## src/rtl/fifo_rw_ctrl_pkg.sv

```systemverilog
// Shared definitions for the FIFO read/write bring-up sequencer.
package fifo_rw_ctrl_pkg;

  localparam int DEF_DW = 8;
  localparam int DEF_UW = 8;

  typedef enum logic [2:0] {
    ST_IDLE  = 3'd0,
    ST_PURGE = 3'd1,
    ST_FILL  = 3'd2,
    ST_HOLD  = 3'd3,
    ST_DRAIN = 3'd4,
    ST_FLUSH = 3'd5,
    ST_DONE  = 3'd6
  } state_t;

endpackage

```

## src/rtl/fifo_rw_ctrl_checker.sv

```systemverilog
// Read-back checker: delays the drain read strobe to line up with the FIFO
// output register, compares against a counting expected value and counts
// every checked word.
module fifo_rw_ctrl_checker
  import fifo_rw_ctrl_pkg::*;
#(
  parameter int             DW   = DEF_DW,
  parameter int             UW   = DEF_UW,
  parameter logic [DW-1:0]  SEED = '0
) (
  input  logic          clk,
  input  logic          rst,
  input  logic          clear,
  input  logic          rd_issue,
  input  logic [DW-1:0] fifo_q,
  output logic          mismatch,
  output logic [UW:0]   rd_count
);

  logic          rd_valid_d, rd_valid_q;
  logic [DW-1:0] exp_d, exp_q;
  logic [UW:0]   rd_count_d, rd_count_q;

  // Advance the expected pattern and the checked-word count on each valid word.
  always_comb begin
    rd_valid_d = rd_issue;
    exp_d      = exp_q;
    rd_count_d = rd_count_q;
    if (clear) begin
      exp_d      = SEED;
      rd_count_d = '0;
    end else if (rd_valid_q) begin
      exp_d      = exp_q + DW'(1);
      rd_count_d = rd_count_q + (UW+1)'(1);
    end
  end

  assign mismatch = rd_valid_q && (fifo_q != exp_q);
  assign rd_count = rd_count_q;

  // Checker state registers; FIFO read data is one cycle behind the request.
  always_ff @(posedge clk or posedge rst) begin
    if (rst) begin
      rd_valid_q <= 1'b0;
      exp_q      <= SEED;
      rd_count_q <= '0;
    end else begin
      rd_valid_q <= rd_valid_d;
      exp_q      <= exp_d;
      rd_count_q <= rd_count_d;
    end
  end

endmodule

```

## src/rtl/fifo_rw_ctrl.sv

```systemverilog
// FIFO bring-up sequencer: purge leftovers, fill with a counting pattern,
// hold, drain and verify the read-back data, then pulse done.
module fifo_rw_ctrl
  import fifo_rw_ctrl_pkg::*;
#(
  parameter int            DW       = DEF_DW,
  parameter int            UW       = DEF_UW,
  parameter int            BURST    = 256,
  parameter int            WAIT_CYC = 16,
  parameter logic [DW-1:0] SEED     = 8'h00
) (
  input  logic          sys_clk,
  input  logic          sys_rst,
  input  logic          start,
  input  logic          fifo_full,
  input  logic          fifo_empty,
  input  logic [UW-1:0] fifo_usedw,
  input  logic [DW-1:0] fifo_q,
  output logic          wr_req,
  output logic [DW-1:0] wr_data,
  output logic          rd_req,
  output logic          busy,
  output logic          done,
  output logic          err,
  output logic [UW:0]   wr_count,
  output logic [UW:0]   rd_count,
  output logic [UW-1:0] level
);

  localparam logic [UW:0]   BURST_W   = (UW+1)'(BURST);
  localparam int            HW        = (WAIT_CYC > 1) ? $clog2(WAIT_CYC) : 1;
  localparam logic [HW-1:0] HOLD_LAST = HW'(WAIT_CYC - 1);

  state_t        state_d, state_q;
  logic [DW-1:0] wr_data_d, wr_data_q;
  logic [UW:0]   wr_count_d, wr_count_q;
  logic [HW-1:0] hold_d, hold_q;
  logic          err_d, err_q;
  logic          done_d, done_q;
  logic [UW-1:0] level_d, level_q;

  logic          clear;
  logic          rd_issue;
  logic          mismatch;
  logic [UW:0]   chk_rd_count;

  fifo_rw_ctrl_checker #(
    .DW   (DW),
    .UW   (UW),
    .SEED (SEED)
  ) u_checker (
    .clk      (sys_clk),
    .rst      (sys_rst),
    .clear    (clear),
    .rd_issue (rd_issue),
    .fifo_q   (fifo_q),
    .mismatch (mismatch),
    .rd_count (chk_rd_count)
  );

  // Sequencer next-state and request logic; only drain reads are checked.
  always_comb begin
    state_d    = state_q;
    wr_data_d  = wr_data_q;
    wr_count_d = wr_count_q;
    hold_d     = hold_q;
    err_d      = err_q | mismatch;
    done_d     = 1'b0;
    level_d    = fifo_usedw;
    wr_req     = 1'b0;
    rd_req     = 1'b0;
    rd_issue   = 1'b0;
    clear      = 1'b0;
    case (state_q)
      ST_IDLE: begin
        if (start) begin
          clear      = 1'b1;
          err_d      = 1'b0;
          wr_count_d = '0;
          wr_data_d  = SEED;
          hold_d     = '0;
          state_d    = fifo_empty ? ST_FILL : ST_PURGE;
        end
      end
      ST_PURGE: begin
        rd_req = !fifo_empty;
        if (fifo_empty) begin
          state_d = ST_FILL;
        end
      end
      ST_FILL: begin
        wr_req = (wr_count_q != BURST_W) && !fifo_full;
        if (wr_req) begin
          wr_data_d  = wr_data_q + DW'(1);
          wr_count_d = wr_count_q + (UW+1)'(1);
        end
        if (fifo_full || (wr_count_d == BURST_W)) begin
          state_d = ST_HOLD;
        end
      end
      ST_HOLD: begin
        if (hold_q == HOLD_LAST) begin
          state_d = ST_DRAIN;
        end else begin
          hold_d = hold_q + HW'(1);
        end
      end
      ST_DRAIN: begin
        rd_req   = !fifo_empty;
        rd_issue = !fifo_empty;
        if (fifo_empty) begin
          state_d = ST_FLUSH;
        end
      end
      ST_FLUSH: begin
        // The final compare has landed by now, so fold in the count check
        // here so err is already valid while done is high.
        err_d   = err_q | mismatch | (chk_rd_count != wr_count_q);
        done_d  = 1'b1;
        state_d = ST_DONE;
      end
      ST_DONE: begin
        state_d = ST_IDLE;
      end
      default: begin
        state_d = ST_IDLE;
      end
    endcase
  end

  // Sequencer registers; FIFO contents are not touched by reset.
  always_ff @(posedge sys_clk or posedge sys_rst) begin
    if (sys_rst) begin
      state_q    <= ST_IDLE;
      wr_data_q  <= SEED;
      wr_count_q <= '0;
      hold_q     <= '0;
      err_q      <= 1'b0;
      done_q     <= 1'b0;
      level_q    <= '0;
    end else begin
      state_q    <= state_d;
      wr_data_q  <= wr_data_d;
      wr_count_q <= wr_count_d;
      hold_q     <= hold_d;
      err_q      <= err_d;
      done_q     <= done_d;
      level_q    <= level_d;
    end
  end

  assign wr_data  = wr_data_q;
  assign wr_count = wr_count_q;
  assign rd_count = chk_rd_count;
  assign busy     = (state_q != ST_IDLE);
  assign done     = done_q;
  assign err      = err_q;
  assign level    = level_q;

endmodule

```

## config.mk

```make
export PLATFORM = sky130hd
export DESIGN_NAME = fifo_rw_ctrl
export DESIGN_NICKNAME = d
export VERILOG_FILES = /design/src/rtl/fifo_rw_ctrl_pkg.sv /design/src/rtl/fifo_rw_ctrl_checker.sv /design/src/rtl/fifo_rw_ctrl.sv
export SDC_FILE = /design/constraint.sdc
export NUM_CORES = 1
export LEC_CHECK = 0
export ABC_AREA = 1
export BUFFER_PORTS_ARGS = -buffer_cell sky130_fd_sc_hd__buf_4
export CORE_UTILIZATION = 25
export DETAILED_ROUTE_END_ITERATION = 16
export GPL_TIMING_DRIVEN = 0
export PLACE_DENSITY = 0.42
export SYNTH_ARGS = -nofsm -noshare
export SYNTH_HDL_FRONTEND = slang
export SYNTH_SLANG_ARGS = --single-unit
```

## constraint.sdc

```tcl
create_clock -name sys_clk -period 4.03 [get_ports sys_clk]
set_input_delay 0.806 -clock sys_clk [delete_from_list [all_inputs] [get_ports sys_clk]]
set_output_delay 0.806 -clock sys_clk [all_outputs]
set_load 0.03 [all_outputs]
```

==> out/metrics.cfg <==
[clock_tree]
cts_root_buf = clkbuf_16
cts_max_path_buffers = 2
cts_tree = built
cts.htree.levels = 2
cts.clk_slew.worst_paths_ns = 0.07
clock_latency_ns = 0.30
cts_setup_buffers = 0
cts_sinks = 52
hold_buffers = 0
cts_buffers = 5
cts_resized = 0

[worst_hold_path]
min_to = u_checker.exp_q[7]
hold_path_class = flop to flop
hold_path_startpoint = u_checker.exp_q[7]
hold_path_depth = 1

[synth]
synth_nets = 390
avgSynthCellArea_um2 = 7.82
synth_cell_types = 34
synth.most_common_cell = nand2_1
synth_edf_count = 0
ys_seq_elements = 52
synth.top_cell.area_share_pct = 45.8
synth_common_cells = nand2_1 (76), dfrtp_1 (52), inv_1 (48)
synthCells = 363
syn-cell-area_um2 = 2840
synthArstFlopShare_pct = 100
synth-seq-area-share_pct = 45.8
synth_area_leaders = dfrtp_1 (46%), nand2_1 (10%), inv_1 (6.3%), nand3_1 (5.6%), nor2_1 (4.8%)
synth.largest_area_cell = dfrtp_1
synth_ff_type = dfrtp_1
yosysWarnings = 0

[worst_setup_path]
crit_type = flop to output pin
arrival_ns = 1.83
regToRegSetupSlack_ns = 1.84
crit_fanout = 10
crit_buf_inv = 3
rr_endpoint = state_q[0]
cp_top_family = simple AND/OR/NAND/NOR gates
endpoint_kind = output pin
worstSetupStartpointType = flop
path_cells = nor3_4 > inv_4 > nor2_4 > nand2_2 > inv_1 > buf_4
crit-reg2reg-launch = wr_count[0]
slowest_delay_ns = 0.54
required_ns = 3.22
rr_worst_depth = 15
slowest_stage = nor3_4

[die]
rows = 38
die_x_um = 109
design.core.area_um2 = 10900
io_pins = 60
initial_core_util_pct = 26.0
die_area_um2 = 11800
die_y_um = 109

[global_route]
grt_pass1_vias = 2455
grt_max_degree = 32
grt_pass1_wl_um = 12200
antenna_found_initial = 0
overflow = 0
gr-usage-all-layers_pct = 13.4

[drt]
num_vias = 2555
vias_per_cell = 4.47
routed-wl-met3_um = 281
highest_layer = met4
drt-initial-drc-count = 83
wl_per_cell_um = 12.8
routed_wl_um = 7320
wl_met2_um = 3320
drt_first_pass_iters = 4
met1_length_um = 3640
route.detailed.drc = 0
ant_nets = 0

[place]
gp_congestion = 0.818
hpwl_um = 5570
io_buffer_count = 59

[pwr]
ir_worst_vdd_mv = 0.205
powerDensity_nw_per_um2 = 557
p_int_mw = 1.14
p_comb_share_pct = 42.9
pwr-share-seq_pct = 35.2
power_switching_uw = 882
p_leak_nw = 1.81
p_sw_share_pct = 43.7
clkPwrFrac_pct = 21.9

[final_layout]
syn_to_final_growth_pct = 27.7
finalNetCount = 457
multiInputGateArea_um2 = 1320
final_util_pct = 33.2
drive_gt1_share_pct = 21.1
fillCellCount = 1199
n_antenna_cell = 0
regArea_um2 = 1300

[job]
maxCapViolCount = 0

[sta]
period_minus_slack_ns = 2.63
period_share_pct = 65.3
hold_viol = 0
finClkSkew_ns = 0.00976
rsz0062_at_grt = no
tightest_slew_ns = 0.583
report.final.slew_viol_count = 0
setup_tns_ns = 0
whs_ns = 0.464
maxSlewHeadroom_pct = 61.1
setup_viol = 0
fmax_ghz = 0.380

[run_status]
status = finished clean

==> area by class of cell <==
| cell class | instances | area share, % |
|---|---|---|
| buffer | 5 | 0.587 |
| clock buffer | 5 | 3.45 |
| clock inverter | 3 | 0.621 |
| inverter | 53 | 5.56 |
| multi-input combinational | 253 | 36.3 |
| sequential | 52 | 35.9 |
| tap | 140 | 4.83 |
| timing repair buffer | 60 | 12.8 |
==> registers in the layout, indices dropped and copies added (netlist names) <==
signal	flops
done	1
err	1
hold_q	4
level	8
state_q	3
u_checker.exp_q	8
u_checker.rd_count	9
u_checker.rd_valid_q	1
wr_count	9
wr_data	8
==> kinds of logic after synthesis <==
family | after synthesis | share of synthesized area (%)
AND/OR/NAND/NOR | 180 | 28.7
adder cells (fa/ha/maj) | 6 | 2.64
buffers and inverters | 58 | 7.84
flip-flops | 52 | 45.8
AO/OA/AOI/OAI | 51 | 10.1
XOR/XNOR | 16 | 4.93
==> cells in the final DEF (no fill, tap or decap), types with 3 or more instances in the layout <==
cell type and n:
a21oi_1 17, buf_4 59, clkbuf_1 3, clkbuf_16 5, dfrtp_1 52, ha_1 6, inv_1 47, inv_2 4
nand2_1 76, nand2_2 5, nand3_1 32, nand4_1 5, nor2_1 36, nor3_1 13, o21ai_0 19, o22ai_1 5
or2_2 4, xor2_1 14
==> power groups by stage <==
stage,combinational [mW],clock (mW),sequential [mW]
after floorplan,0.504,0,0.800
after global placement,0.858,0,0.723
after detailed placement,0.875,0,0.722
after CTS,0.876,0.461,0.714
after global routing,0.975,0.477,0.727
final,0.866,0.441,0.712
==> how the worst max path moves through the flow <==
stage	from	endpoint	cells after the start
2_1_floorplan	wr_count[0]	wr_req	7
3_3_place_gp	sys_rst	u_checker.rd_count[7]	2
3_5_place_dp	state_q[0]	wr_req	6
4_1_cts	state_q[0]	wr_req	6
5_1_grt	state_q[0]	wr_req	6
6_report	state_q[0]	wr_req	6
==> layer usage <==
layer	GRT usage (%)	vias up
met4	3.76	0
met5	0	-
li1	-	1306
met2	20.9	49
met3	2.47	5
met1	18.9	1195
==> stage by stage <==
step	instances	setup slack (ns)	total power [mW]	instance area (µm²)
global placement	562	1.02	1.58	3460
floorplan	363	1.82	1.30	2840
global route	571	1.27	2.18	3630
CTS	571	1.36	2.05	3630
detailed placement	563	1.70	1.60	3480
finish	571	1.40	2.02	3630
No activity file was read; power rests on OpenSTA's default activity.
